`src/rtl/riscv_pkg.sv`:
```
// riscv_pkg: shared constants, field positions and fetch FSM encoding.
package riscv_pkg;
    localparam logic [31:0] NOP_INSTR    = 32'h0000_0013;
    localparam logic [31:0] RESET_PC_DEF = 32'h0000_0000;
    localparam int OPC_LSB = 0;
    localparam int RD_LSB  = 7;
    localparam int F3_LSB  = 12;
    localparam int RS1_LSB = 15;
    localparam int RS2_LSB = 20;
    localparam int F7_LSB  = 25;
    typedef enum logic [1:0] {IDLE = 2'd0, REQ = 2'd1, WAIT = 2'd2} fetch_state_t;
endpackage

```
`src/rtl/instr_fetch_unit_if.sv`:
```
// imem_if: single-outstanding instruction memory req/ready + rvalid bus.
interface imem_if #(parameter int XLEN = 32);
    logic            imem_req;
    logic [XLEN-1:0] imem_addr;
    logic            imem_ready;
    logic            imem_rvalid;
    logic [XLEN-1:0] imem_rdata;
    modport master (output imem_req, imem_addr, input imem_ready, imem_rvalid, imem_rdata);
    modport slave  (input imem_req, imem_addr, output imem_ready, imem_rvalid, imem_rdata);
endinterface

```
`src/rtl/instr_fetch_unit_if_id_slot.sv`:
```
// if_id_slot: output register holding the fetched instruction, its pc and valid.
module if_id_slot import riscv_pkg::*; #(
    parameter int XLEN = 32
) (
    input  logic            clk,
    input  logic            rst,
    input  logic            i_load,
    input  logic            i_clear,
    input  logic [31:0]     i_instr,
    input  logic [XLEN-1:0] i_pc,
    output logic            o_valid,
    output logic [31:0]     o_instr,
    output logic [XLEN-1:0] o_pc
);
    always_ff @(posedge clk or posedge rst) begin
        if (rst) begin
            o_valid <= 1'b0;
            o_instr <= NOP_INSTR;
            o_pc    <= '0;
        end else if (i_load) begin
            o_valid <= 1'b1;
            o_instr <= i_instr;
            o_pc    <= i_pc;
        end else if (i_clear) begin
            o_valid <= 1'b0;
        end
    end
endmodule

```
`src/rtl/instr_fetch_unit.sv`:
```
// instr_fetch_unit: owns the PC, fetches one instruction at a time and
// presents it with decoded fields to the control unit.
module instr_fetch_unit import riscv_pkg::*; #(
    parameter int              XLEN     = 32,
    parameter logic [XLEN-1:0] RESET_PC = RESET_PC_DEF
) (
    input  logic            clk,
    input  logic            rst,
    imem_if.master          imem,
    input  logic            i_stall,
    input  logic            i_pc_src,
    input  logic [XLEN-1:0] i_pc_target,
    output logic            o_instr_valid,
    output logic [31:0]     o_instr,
    output logic [XLEN-1:0] o_instr_pc,
    output logic [XLEN-1:0] o_pc_plus4,
    output logic [6:0]      o_opcode,
    output logic [2:0]      o_funct3,
    output logic [6:0]      o_funct7,
    output logic [4:0]      o_rd,
    output logic [4:0]      o_rs1,
    output logic [4:0]      o_rs2
);
    fetch_state_t    r_state, w_next;
    logic [XLEN-1:0] r_fetch_pc;
    logic            w_consume, w_redirect, w_slot_free, w_req, w_resp;

    assign w_consume   = o_instr_valid & ~i_stall;
    assign w_redirect  = w_consume & i_pc_src;
    assign w_slot_free = ~o_instr_valid | w_consume;

    always_comb begin
        w_req  = 1'b0;
        w_resp = 1'b0;
        w_next = r_state;
        w_req  = (r_state == REQ) & w_slot_free & ~w_redirect;
        w_resp = (r_state == WAIT) & imem.imem_rvalid;
        w_next = (r_state == IDLE) ? REQ :
                 (r_state == REQ)  ? ((w_req & imem.imem_ready) ? WAIT : REQ) :
                 (w_resp ? REQ : WAIT);
    end

    always_ff @(posedge clk or posedge rst) begin
        if (rst) begin
            r_state    <= IDLE;
            r_fetch_pc <= RESET_PC;
        end else begin
            r_state <= w_next;
            if (w_redirect)
                r_fetch_pc <= i_pc_target;
            else if (w_resp)
                r_fetch_pc <= r_fetch_pc + XLEN'(4);
        end
    end

    assign imem.imem_req  = w_req;
    assign imem.imem_addr = r_fetch_pc;

    if_id_slot #(.XLEN(XLEN)) u_slot (
        .clk     (clk),
        .rst     (rst),
        .i_load  (w_resp),
        .i_clear (w_consume),
        .i_instr (imem.imem_rdata[31:0]),
        .i_pc    (r_fetch_pc),
        .o_valid (o_instr_valid),
        .o_instr (o_instr),
        .o_pc    (o_instr_pc)
    );

    assign o_pc_plus4 = o_instr_pc + XLEN'(4);
    assign o_opcode   = o_instr[OPC_LSB +: 7];
    assign o_rd       = o_instr[RD_LSB  +: 5];
    assign o_funct3   = o_instr[F3_LSB  +: 3];
    assign o_rs1      = o_instr[RS1_LSB +: 5];
    assign o_rs2      = o_instr[RS2_LSB +: 5];
    assign o_funct7   = o_instr[F7_LSB  +: 7];
endmodule

```
`src/flat_wrapper.sv`:
```
// flat-port wrapper written by rule: the top's interface ports become plain ports
module instr_fetch_unit_flat import riscv_pkg::*;
#(
    parameter int              XLEN     = 32,
    parameter logic [XLEN-1:0] RESET_PC = RESET_PC_DEF
)
  (clk, rst, i_stall, i_pc_src, i_pc_target, o_instr_valid, o_instr, o_instr_pc, o_pc_plus4, o_opcode, o_funct3, o_funct7, o_rd, o_rs1, o_rs2, imem_imem_req, imem_imem_addr, imem_imem_ready, imem_imem_rvalid, imem_imem_rdata);
  imem_if #(.XLEN(XLEN)) imem_i ();
  input  logic clk;
  input  logic rst;
  input  logic i_stall;
  input  logic i_pc_src;
  input  logic [XLEN-1:0] i_pc_target;
  output logic o_instr_valid;
  output logic [31:0] o_instr;
  output logic [XLEN-1:0] o_instr_pc;
  output logic [XLEN-1:0] o_pc_plus4;
  output logic [6:0] o_opcode;
  output logic [2:0] o_funct3;
  output logic [6:0] o_funct7;
  output logic [4:0] o_rd;
  output logic [4:0] o_rs1;
  output logic [4:0] o_rs2;
  output wire logic [$bits(imem_i.imem_req)-1:0] imem_imem_req;
  output wire logic [$bits(imem_i.imem_addr)-1:0] imem_imem_addr;
  input wire logic [$bits(imem_i.imem_ready)-1:0] imem_imem_ready;
  input wire logic [$bits(imem_i.imem_rvalid)-1:0] imem_imem_rvalid;
  input wire logic [$bits(imem_i.imem_rdata)-1:0] imem_imem_rdata;
  assign imem_imem_req = imem_i.imem_req;
  assign imem_imem_addr = imem_i.imem_addr;
  assign imem_i.imem_ready = imem_imem_ready;
  assign imem_i.imem_rvalid = imem_imem_rvalid;
  assign imem_i.imem_rdata = imem_imem_rdata;
  instr_fetch_unit #(.XLEN(XLEN), .RESET_PC(RESET_PC)) u_core (.clk(clk), .rst(rst), .imem(imem_i), .i_stall(i_stall), .i_pc_src(i_pc_src), .i_pc_target(i_pc_target), .o_instr_valid(o_instr_valid), .o_instr(o_instr), .o_instr_pc(o_instr_pc), .o_pc_plus4(o_pc_plus4), .o_opcode(o_opcode), .o_funct3(o_funct3), .o_funct7(o_funct7), .o_rd(o_rd), .o_rs1(o_rs1), .o_rs2(o_rs2));
endmodule
```
`config.mk`:
```
export PLATFORM = sky130hd
export DESIGN_NAME = instr_fetch_unit_flat
export DESIGN_NICKNAME = d
export VERILOG_FILES = /design/src/rtl/riscv_pkg.sv /design/src/rtl/instr_fetch_unit_if.sv /design/src/rtl/instr_fetch_unit_if_id_slot.sv /design/src/rtl/instr_fetch_unit.sv /design/src/flat_wrapper.sv
export SDC_FILE = /design/constraint.sdc
export NUM_CORES = 1
export LEC_CHECK = 0
export ABC_AREA = 0
export BUFFER_PORTS_ARGS = -buffer_cell sky130_fd_sc_hd__buf_4
export CAP_MARGIN = 15
export CORE_MARGIN = 1
export CORE_UTILIZATION = 51
export DETAILED_ROUTE_END_ITERATION = 10
export PLACE_DENSITY = 0.86
export SETUP_SLACK_MARGIN = 0.2
export SLEW_MARGIN = 20
export SYNTH_ARGS = -nofsm -noshare
export SYNTH_HDL_FRONTEND = slang
export SYNTH_SLANG_ARGS = --single-unit
```
`constraint.sdc`:
```
create_clock -name clk -period 6.8 [get_ports clk]
set_clock_uncertainty 0.2 [all_clocks]
set_input_delay 0.68 -clock clk [delete_from_list [all_inputs] [get_ports clk]]
set_output_delay 0.68 -clock clk [all_outputs]
set_load 0.005 [all_outputs]
```
# After elaboration in Yosys (flattened, before gate mapping)
# Cells that the tools add are included.
dict set report totals {
  regBits 99
  in_bits 70
  out_inout_bits 162
  word_cells 30
}
dict set report op_classes {
  addsub 2
  eq_ne 2
  n_mux 8
  bitwise 10
  n_reduce_logical 3
}
# cell count
set ops {}
lappend ops {{adder 32 x 3 -> 32 bit (second input constant)} 2}
lappend ops {{2-to-1 mux 32 bit} 2}
lappend ops {{2-to-1 mux 2 bit} 4}
lappend ops {{bitwise AND 1 bit} 6}
lappend ops {{nonzero test 2 bit} 2}
lappend ops {{NOT 1 bit} 3}
lappend ops {{== test 2 x 1 -> 1 bit (second input constant)} 1}
lappend ops {{== test 2 bit (second input constant)} 1}
lappend ops {{logical NOT 2 bit} 1}
lappend ops {{2-to-1 mux 1 bit} 2}
lappend ops {{OR 1 bit} 1}

# Logic depth before layout (Yosys ltp)
# Gate-level depths: netlist of the first run.
dict set report logic_depth {
  depth_word 9
  mapped_depth 6
  ltp_nobuf 6
}

# Modules after synthesis
# From an unflattened synthesis of the first run, not the netlist that was laid out.
dict set report unflattened {
  cells_unflattened 453
  hier_area_um2 5268.8
}
# mod instances cells_each area_each_um2 seq_area_each_um2
set by_module_without_submodules {}
lappend by_module_without_submodules {instr_fetch_unit 1 314 2646.3 850.8}
lappend by_module_without_submodules {if_id_slot 1 139 2622.5 1630.3}

# Worst setup path after synthesis of the first run
# OpenSTA, ideal clock, no wires.
dict set report synth_timing {
  kind {flip-flop to output port}
  start {register u_core.u_slot.o_pc[2]}
  end {output port o_pc_plus4[20]}
  t_arrival_ns 1.681
  required_ns 5.920
  path_slack_ns 4.239
  path_stages_with_launch 7
  path_buffers 0
  path_cell_list {dfrtp_1 -> ha_1 -> and4_1 -> nor3b_4 -> and2_1 -> nor2b_1 -> xor2_1}
}
dict set report synth_between {
  elab_chain_len 1
}
# element line_no
set synth_lines {}
lappend synth_lines {{start, declared} instr_fetch_unit_if_id_slot.sv:13} ;# output logic [XLEN-1:0] o_pc
lappend synth_lines {{start signal, assigned} instr_fetch_unit_if_id_slot.sv:23} ;# o_pc <= i_pc;
lappend synth_lines {{adder 32 x 3 -> 32 bit} instr_fetch_unit.sv:71} ;# assign o_pc_plus4 = o_instr_pc + XLEN'(4);
lappend synth_lines {{end, declared} flat_wrapper.sv:17} ;# output logic [XLEN-1:0] o_pc_plus4;
# No other way between the ends.

# Worst setup path after layout of the first run
# Ends and elaborated chain as after synthesis.

==> metrics.md, run 1 <==
| Metric | Value |
|---|---|
| Post-layout nets | `713` |
| Initial Util | `0.5242` |
| Synth top area share | `0.4711` |
| First-pass GRT wire length | `18.90 mm` |
| # rows | `36` |
| Die Footprint | `around 10000 µm²` |
| Worst setup SP type | `register` |
| Post-DP Area | `6678 µm²` |
| Post-CTS setup buffers | `0` |
| Die H | `102 µm` |
| Total grt overflow | `0` |
| Dpl hpwl | `9.407 mm` |
| Gpl congestion | `0.8069` |
| Worst endpoint required time | `5.92 ns` |
| Status | `complete, no violations` |
| I/O pins | `232` |
| H-Tree Depth | `3` |
| Post-cts resize count | `0` |
| Core Area | `between 9000 and 10000 µm²` |
| Num CTS Buffers | `9` |
| Distinct cells, synth | `36` |
| CTS Sinks | `a little under 100` |
| Actual slew at the worst max-slew pin | `0.7097 ns` |
| Cell area after layout | `6918 µm²` |
| Share of cells above drive strength 1 | `0.5201` |
| Diode count | `0` |
| Area contributors post-synth | `dfrtp_1 47%, mux2_2 15%, xor2_1 5.5%` |
| Final TNS setup | `0 ns` |
| Mapped Area | `between 5000 and 6000 µm²` |
| Top layer in use | `met4` |
| Post-synthesis sequential area ratio | `0.4865` |
| Top_reg_cell synth | `dfrtp_1` |
| Commonest non-fill, non-tap cell in the layout | `buf_4` |
| Fmax | `302.2 MHz` |
| Largest net degree at the start of global routing | `between 60 and 70` |
| VDD IR max | `between 0.2 and 0.25 mV` |
| Post-CTS Hold Buffers | `0` |
| Clock-pin transition on the worst setup and hold timing paths | `0.10 ns` |
| EDFF count, synth | `0` |
| Synth area leader | `dfrtp_1` |
| Min Tclk post-route | `3.309 ns` |
| Hold slack | `0.1801 ns` |
| Area Overhead vs Synth | `35.65%` |
| Worst EP arrival | `2.43 ns` |
| Mapped Cells | `443` |
| WS Path Type | `register to output port` |
| Die span in x | `102 µm` |
| Worst min path class | `input port to async pin` |
| Metal2 WL | `approximately 6.4 mm` |
| Clk_lat worst skew | `0.35 ns` |
| Synth Area per Inst | `11.51 µm²` |
| Vias per Instance | `5.239` |
| M1 wire length | `4.797 mm` |
| Post-route insts no fill | `779` |
| Most frequent cells in the layout | `234 x buf_4, 96 x dfrtp_1, 67 x mux2_2` |
| Post-Place Cells | `762` |
| CTS Root Cell | `clkbuf_8` |
| Async set or reset register ratio after synthesis | `1.000` |
| Final ANT Viol Nets | `0` |
| Worst Path Max Fanout | `8` |
| Avg WL per Cell | `15.81 µm` |
| Drt drc | `0` |
| Vias in the first global route | `approximately 4000` |
| CTS Buffer Depth | `2` |
| Yosys reg bits | `99` |
| Routed wl met3 | `776 µm` |
| Max transition margin | `0.5254` |
| Number of port buffers | `roughly 230` |
| Synth Warn # | `0` |
| Initial antenna violation count | `0` |
| MaxCap Viol Count | `0` |
| Gr usage total | `0.2351` |
| Final setup violation count | `0` |
| Post-Syn Nets | `515` |
| DR pass1 iterations | `4` |
| Endpoints failing hold | `0` |
| Vias | `4081` |
| Crit end category | `output port` |
| Unrepaired setup endpoints after global routing | `false` |
| Final WL | `around 12 mm` |
| Final Core Density | `0.7110` |
| Slew Limit Fails | `0` |
| Leak | `3.192 nW` |
| TritonCTS clock tree | `built` |
| Tcrit/Tclk final | `0.4867` |
| Power Density | `472.0 nW/µm²` |
| Number of DRC markers in iteration 0 | `73` |
==> through the flow <==
step           worst slack [ns]  power [mW]
3_3_place_gp              3.674       2.786
6_report                  3.491       3.265
2_1_floorplan             3.335       2.032
3_5_place_dp              3.545       2.861
5_1_grt                   3.258       3.488
4_1_cts                   3.453       3.287
==> worst max-delay path, stage by stage, from the launching register on <==
cell and delay (ns):
dfrtp_1 0.44, ha_1 0.23, and4_1 0.29, nor3b_4 0.44, and2_1 0.24, nor2b_1 0.17, xor2_1 0.15, buf_4 0.12
==> power by group <==
part | total, mW | internal, mW | switching [mW]
registers | 1.30 | 0.897 | 0.400
logic | 1.54 | 0.986 | 0.556
clock network | 0.427 | 0.228 | 0.199
total | 3.27 | 2.11 | 1.16
==> worst paths after layout <==
path                                           start                   endpoint  slack, ns  cells after the start
hold / removal                                   rst   u_core.u_slot.o_instr[6]       0.18                      2
setup reg to reg                   u_core.r_state[1]  u_core.imem.imem_addr[22]       4.32                      6
setup / recovery               u_core.u_slot.o_pc[2]             o_pc_plus4[20]       3.49                      7
hold reg to reg            u_core.u_slot.o_instr[25]  u_core.u_slot.o_instr[25]       0.34                      1
max in group asynchronous                        rst  u_core.u_slot.o_instr[11]       5.12                      3
min in group clk                             i_stall      u_core.u_slot.o_valid       0.34                      3
==> per-layer routing <==
metal | up-vias | track usage
met1 | 1979 | 0.2808
li1 | 1902 | -
met3 | 27 | 0.03899
met2 | 173 | 0.4171
met5 | - | 0
met4 | 0 | 0.1044
==> cell families after synthesis <==
| logic type | after synthesis | share of synthesized area |
|---|---|---|
| mux | 68 | 0.1499 |
| simple gates | 130 | 0.1563 |
| flops | 99 | 0.4865 |
| buf+inv | 56 | 0.07409 |
| compound gates | 31 | 0.03042 |
| fa+ha+maj | 2 | 0.004906 |
| xor+xnor | 57 | 0.09789 |
==> layout make-up <==
| cell class | count | area [µm²] |
|---|---|---|
| repair buffers | 235 | 1768 |
| flip-flops and latches | 99 | 2481 |
| clock buffers | 12 | 155.1 |
| fillers | 739 | 2811 |
| multi-input cells | 288 | 2241 |
| well taps | 133 | 166.4 |
| inverters | 8 | 32.53 |
| clock inverters | 4 | 73.82 |
==> synth_stat cells (all sizes together) (8+ instances only) <==
library cell  number
nand3             26
inv                8
clkbuf            11
buf               37
xor2              32
xnor2             25
nor2              39
dfrtp             96
mux2              67
a21oi             30
nand4             19
nand2             18
==> state kept, by name, indices dropped and copies added (netlist names) <==
register and cells:
u_core.r_state 2, u_core.u_slot.o_instr 32, u_core.u_slot.o_valid 1, u_core.imem.imem_addr 32
u_core.u_slot.o_pc 32
Power figures use the tool's default switching activity.
==> inputs of run 2 (changes only) <==
CORE_UTILIZATION = 47   (was 51)
PLACE_DENSITY = 0.8   (was 0.86)
clock period = 3.1 ns   (was 6.8 ns; I/O delays follow)
==> run 2 against run 1 <==
Clock power increased by 95%. Die area increased by 8.3%. Flip-flop and latch count unchanged. Total power increased by 120%. Sequential power increased by 120%. Utilization increased by 0.61 points. Sequential share of layout area decreased by 2.6 points. Via count increased by 4.5%. Global-route usage decreased by 0.18 points. Final cell count increased by 7.3%. Worst hold slack got worse by 0.17 ns. Register-to-register slack got worse by 3.4 ns. Largest power group unchanged.
==> metrics.md, run 2 (synthesis results as in run 1) <==
| Metric | Value |
|---|---|
| Initial antenna violation count | `0 (unchanged)` |
| Largest net degree at the start of global routing | `100 (+61%)` |
| Min Tclk post-route | `2.744 ns` |
| Commonest non-fill, non-tap cell in the layout | `buf_4` |
| Worst setup SP type | `register` |
| Die span in x | `106.2 µm (+4.1%)` |
| Final setup margin | `0.3558 ns (-3.135 ns)` |
| Final setup violation count | `0 (unchanged)` |
| Clock power frac | `0.116 (-0.015)` |
| Power Density | `956.3 nW/µm² (+100%)` |
| P_sw | `2.544 mW (+120%)` |
| Final WL | `13.05 mm (+6.0%)` |
| Avg WL per Cell | `15.61 µm (-1.2%)` |
| Status | `complete, no violations` |
| Number of port buffers | `231 (unchanged)` |
| CTS Sinks | `99 (unchanged)` |
| P_int | `4.599 mW (+120%)` |
| Combinational power share | `0.486 (+0.014)` |
| Actual slew at the worst max-slew pin | `0.5736 ns (-0.1361 ns)` |
| Worst min path class | `input port to register` |
| Crit end category | `output port` |
| DR pass1 iterations | `4 (unchanged)` |
| I/O pins | `232 (unchanged)` |
| Most frequent cells in the layout | `234 x buf_4, 96 x dfrtp_1, 67 x mux2_2` |
| Dpl ws | `0.5269 ns (-3.018 ns)` |
| Drt drc | `0 (unchanged)` |
| Final TNS setup | `0 ns (unchanged)` |
| R2r setup slk | `0.97 ns (-3.35 ns)` |
| Cell area after layout | `7470 µm² (+8.0%)` |
| Final ANT Viol Nets | `0 (unchanged)` |
| Die Footprint | `11270 µm² (+8.3%)` |
| First-pass GRT wire length | `20.50 mm (+8.5%)` |
| TritonCTS clock tree | `built` |
| Worst EP arrival | `2.23 ns (-0.20 ns)` |
| H-Tree Depth | `3 (unchanged)` |
| Unrepaired setup endpoints after global routing | `false` |
| Max transition margin | `0.6165 (+0.09103)` |
| WS Path Type | `register to output port` |
| Core Area | `10420 µm² (+7.1%)` |
| Die H | `106.2 µm (+4.1%)` |
| CTS Root Cell | `clkbuf_8` |
| Vias in the first global route | `4223 (+6.4%)` |
| Vias | `4264 (+4.5%)` |
| Slew Limit Fails | `0 (unchanged)` |
| Vias per Instance | `5.100 (-2.6%)` |
| CTS Buffer Depth | `2 (unchanged)` |
| Worst endpoint required time | `2.59 ns (-3.33 ns)` |
| Dpl hpwl | `8.934 mm (-5.0%)` |
| MaxCap Viol Count | `0 (unchanged)` |
| Share of cells above drive strength 1 | `0.4800 (-0.04012)` |
| Sequential Power Share | `0.398 (about the same)` |
| Area Overhead vs Synth | `46.47%` |
| Gpl congestion | `0.8120 (+0.63%)` |
| Number of DRC markers in iteration 0 | `156 (+110%)` |
| Endpoints failing hold | `0 (unchanged)` |
| Clk_lat worst skew | `0.36 ns (about the same)` |
| Clock-pin transition on the worst setup and hold timing paths | `0.08 ns (-0.02 ns)` |
| Gr usage total | `0.2333 (-0.001836)` |
| Worst Path Max Fanout | `6 (-2)` |
| Tcrit/Tclk final | `0.8852` |
| Num CTS Buffers | `9 (unchanged)` |
| Diode count | `0 (unchanged)` |
| Post-layout nets | `767 (+7.6%)` |
| VDD IR max | `0.5435 mV (+120%)` |
| Fmax | `364.4 MHz` |
| Leak | `3.422 nW (+7.2%)` |
| Total grt overflow | `0 (unchanged)` |
| # rows | `37 (+2.8%)` |
| Initial Util | `0.4896 (-0.03457)` |
| Post-DP Area | `6720 µm² (+0.64%)` |
| Sw Share | `0.3561 (+0.002367)` |
[run 2: metrics by stage]
step | util | hold WS, ns | power [mW] | cells
global placement | 0.6452 | 0.3064 | 6.151 | 765
floorplan | - | 0.2279 | 4.457 | 443
global route | 0.7171 | 0.01136 | 7.616 | 836
detailed placement | 0.6452 | 0.3185 | 6.272 | 765
CTS | 0.7148 | 0.001463 | 7.179 | 834
finish | 0.7171 | 0.008325 | 7.144 | 836
[run 2: worst max-delay path: stages (launching register included)]
cell and delay, ns:
dfrtp_1 0.43, ha_1 0.23, and4_1 0.28, nor3b_4 0.25
and2_1 0.21, nor2b_1 0.17, xor2_1 0.17, buf_4 0.13
[run 2: cell type report]
| class | instances | area, µm² |
|---|---|---|
| clock buffer | 14 | 162.7 |
| clock inverter | 2 | 35.03 |
| fill | 758 | 2947 |
| inverter | 8 | 33.78 |
| multi-input combinational | 288 | 2250 |
| sequential | 99 | 2481 |
| tap | 136 | 170.2 |
| timing repair buffer | 289 | 2337 |
[run 2: final timing paths]
path                            cells after the start                        end                       from
worst max register to register                      6  u_core.imem.imem_addr[28]   u_core.imem.imem_addr[2]
worst min-delay path                                3  u_core.imem.imem_addr[25]            i_pc_target[25]
worst max-delay path                                7             o_pc_plus4[20]      u_core.u_slot.o_pc[2]
max in group asynchronous                           4     u_core.u_slot.o_pc[20]                        rst
min in group asynchronous                           4  u_core.u_slot.o_instr[19]                        rst
worst min register to register                      1  u_core.u_slot.o_instr[30]  u_core.u_slot.o_instr[30]
[run 2: power by group through the flow]
stage	logic [mW]	clock network [mW]	registers, mW
after floorplan	1.74	0	2.72
after global placement	3.37	0	2.78
after detailed placement	3.43	0	2.84
after CTS	3.49	0.861	2.82
after global routing	3.75	0.911	2.95
final	3.47	0.832	2.84
[run 2: per-layer routing]
metal	GRT usage	share of wire	wire [µm]	vias to the layer above
met2	0.4100	0.52	6787	163
met3	0.04231	0.056	737	28
met5	0	0	0	-
met4	0.1111	0.025	332	0
met1	0.2746	0.40	5194	2060
li1	-	-	-	2013
[run 2: repair_timing]
item / in CTS / in global routing
pin swaps: 0 / 1
endpoints found under the setup margin: 1 / 2
hold buffers: 52 / 0
buffers inserted: 1 / 2
gates resized for setup: 0 / 1
hold endpoints to repair: 147 / 0
==> inputs of run 3 (changes only) <==
CORE_UTILIZATION = 30   (was 47)
PLACE_DENSITY = unset   (was 0.8)
==> run 3 against run 2 <==
Worst hold slack better by 0.0062 ns. Global-route usage shrank 7.5 points. Count of clock-buffer cells in the layout decreased by 5. Combinational power about the same. Register-to-register slack worse by 0.16 ns. Clock power is 25% higher. Critical endpoint is now o_pc_plus4[30]. Highest routed layer unchanged.
==> metrics.md, run 3 (synthesis results as in run 1) <==
| Metric | Value |
|---|---|
| Status | `complete, no violations` |
| CTS Root Cell | `clkbuf_16` |
| Metal2 WL | `6.711 mm (-1.1%)` |
| DR pass1 iterations | `4 (unchanged)` |
| Die Footprint | `17520 µm² (+55%)` |
| Worst min path class | `input port to register` |
| TritonCTS clock tree | `built` |
| Worst Hold Launch | `i_pc_target[30]` |
| Share of cells above drive strength 1 | `0.4964 (+0.01638)` |
| First-pass GRT wire length | `21.98 mm (+7.2%)` |
| Min Tclk post-route | `2.762 ns (+0.01747 ns)` |
| WS Path Type | `register to output port` |
| I/O pins | `232 (unchanged)` |
| Drt drc | `0 (unchanged)` |
| VDD IR max | `0.4145 mV (-24%)` |
| Reg2reg start | `u_core.imem.imem_addr[2]` |
| Final setup margin | `0.3384 ns (-0.01747 ns)` |
| Slew Limit Fails | `0 (unchanged)` |
| Gr usage total | `0.1584 (-0.07486)` |
| M1 wire length | `5.826 mm (+12%)` |
| Dpl hpwl | `10.02 mm (+12%)` |
| Most frequent cells in the layout | `240 x buf_4, 96 x dfrtp_1, 67 x mux2_2` |
| Initial Util | `0.3075 (-0.1821)` |
| Number of port buffers | `231 (unchanged)` |
| CTS Buffer Depth | `2 (unchanged)` |
| Vias in the first global route | `4151 (-1.7%)` |
| Filler instances | `1592 (+110%)` |
| Die H | `132.4 µm (+25%)` |
| Total grt overflow | `0 (unchanged)` |
| Core Area | `16580 µm² (+59%)` |
| Number of DRC markers in iteration 0 | `158 (+1.3%)` |
| Final TNS setup | `0 ns (unchanged)` |
| Area Overhead vs Synth | `47.50%` |
| MaxCap Viol Count | `0 (unchanged)` |
| # rows | `47 (+27%)` |
| Avg WL per Cell | `15.03 µm (-3.7%)` |
| Clk_lat worst skew | `0.35 ns (about the same)` |
| Die span in x | `132.4 µm (+25%)` |
| Tcrit/Tclk final | `0.8908 (+0.005635)` |
| Top layer in use | `met4` |
| Crit end category | `output port` |
| Dpl ws | `0.6148 ns (+0.08790 ns)` |
| Fmax | `362.1 MHz (-0.63%)` |
| Multi-input gate area | `2250 µm² (unchanged)` |
| Final ANT Viol Nets | `0 (unchanged)` |
| Largest net degree at the start of global routing | `100 (unchanged)` |
| Actual slew at the worst max-slew pin | `0.5475 ns (-0.02610 ns)` |
| Power Density | `976.1 nW/µm² (+2.1%)` |
| Endpoints failing hold | `0 (unchanged)` |
| Worst EP arrival | `2.25 ns (+0.02 ns)` |
| Unrepaired setup endpoints after global routing | `true` |
| Leak | `3.408 nW (-0.41%)` |
| Vias | `4148 (-2.7%)` |
| Num CTS Buffers | `9 (unchanged)` |
| Routed wl met3 | `966 µm (+31%)` |
| Final setup violation count | `0 (unchanged)` |
| Vias per Instance | `4.553 (-11%)` |
| Diode count | `0 (unchanged)` |
| Initial antenna violation count | `0 (unchanged)` |
| Worst setup SP type | `register` |
| CTS Sinks | `99 (unchanged)` |
| Design Power | `7.342 mW (+2.8%)` |
| FF+latch area | `2481 µm² (unchanged)` |
| Max transition margin | `0.6350 (+0.01855)` |
| Gpl congestion | `0.8300 (+2.2%)` |
| Clock-pin transition on the worst setup and hold timing paths | `0.07 ns (about the same)` |
| Post-layout nets | `758 (-1.2%)` |
| Final WL | `13.69 mm (+4.9%)` |
| H-Tree Depth | `3 (unchanged)` |
| Worst endpoint required time | `2.59 ns (about the same)` |
| Worst Path Max Fanout | `6 (unchanged)` |
| R2r setup slk | `0.81 ns (-0.16 ns)` |
| Commonest non-fill, non-tap cell in the layout | `buf_4` |
| Critical Path Start | `u_core.u_slot.o_pc[2]` |
-- run 3: changes by cell type in the layout (fill, tap and decap cells not counted) --
cell,delta
clkinvlp_4,+1
clkinv_2,+3
clkbuf_1,-3
clkbuf_16,+9
bufinv_16,-1
clkinv_4,+2
buf_12,-2
buf_4,+6
clkbuf_8,-11
dlygate4sd3_1,-13
-- run 3: final cells by class --
| class | count | share of cell area |
|---|---|---|
| flip-flops and latches | 99 | 0.3298 |
| multi-input cells | 288 | 0.2991 |
| inverters | 8 | 0.004491 |
| repair buffers | 280 | 0.2941 |
| well taps | 220 | 0.03659 |
| clock buffers | 9 | 0.02994 |
| clock inverters | 7 | 0.005988 |
-- run 3: timing repair --
action,4_1_cts,5_1_grt
gates resized for setup,0,1
endpoints found under the setup margin,0,4
setup buffers,0,3
hold buffers,39,0
endpoints found under the hold margin,134,0
-- run 3: per-layer routing --
layer	vias to the layer above	GRT usage
met4	0	0.04789
met3	18	0.04998
met5	-	0
li1	1990	-
met1	1992	0.1936
met2	148	0.2661
-- run 3: where the power goes --
part	switching, mW	internal [mW]	total (mW)
combinational	1.25	2.20	3.45
clock	0.498	0.541	1.04
sequential	0.880	1.97	2.85
total	2.63	4.71	7.34
-- run 3: critical path: stages (launching register included) --
cell and delay [ns]:
dfrtp_1 0.42, ha_1 0.23, and4_1 0.27, nor3b_4 0.29, buf_4 0.21, nand2_1 0.07, nor2_1 0.13, xnor2_1 0.14
buf_4 0.13
-- run 3: path summary, 6_finish.rpt --
path                                        endpoint  depth (start not counted)
hold / removal             u_core.imem.imem_addr[30]                          3
min in group asynchronous  u_core.u_slot.o_instr[19]                          4
hold reg to reg                u_core.u_slot.o_valid                          2
setup reg to reg           u_core.imem.imem_addr[26]                          6
max in group asynchronous   u_core.u_slot.o_instr[0]                          4
setup / recovery                      o_pc_plus4[30]                          8
-- run 3: per-stage QoR --
| stage | hold slack, ns | instances | cell area [µm²] | util |
|---|---|---|---|---|
| 2_1_floorplan | 0.2279 | 443 | 5104 | - |
| 3_3_place_gp | 0.3026 | 853 | 6830 | 0.4119 |
| 3_5_place_dp | 0.3066 | 853 | 6830 | 0.4119 |
| 4_1_cts | 0.001204 | 908 | 7491 | 0.4517 |
| 5_1_grt | 0.002561 | 911 | 7522 | 0.4536 |
| 6_report | 0.01448 | 911 | 7522 | 0.4536 |
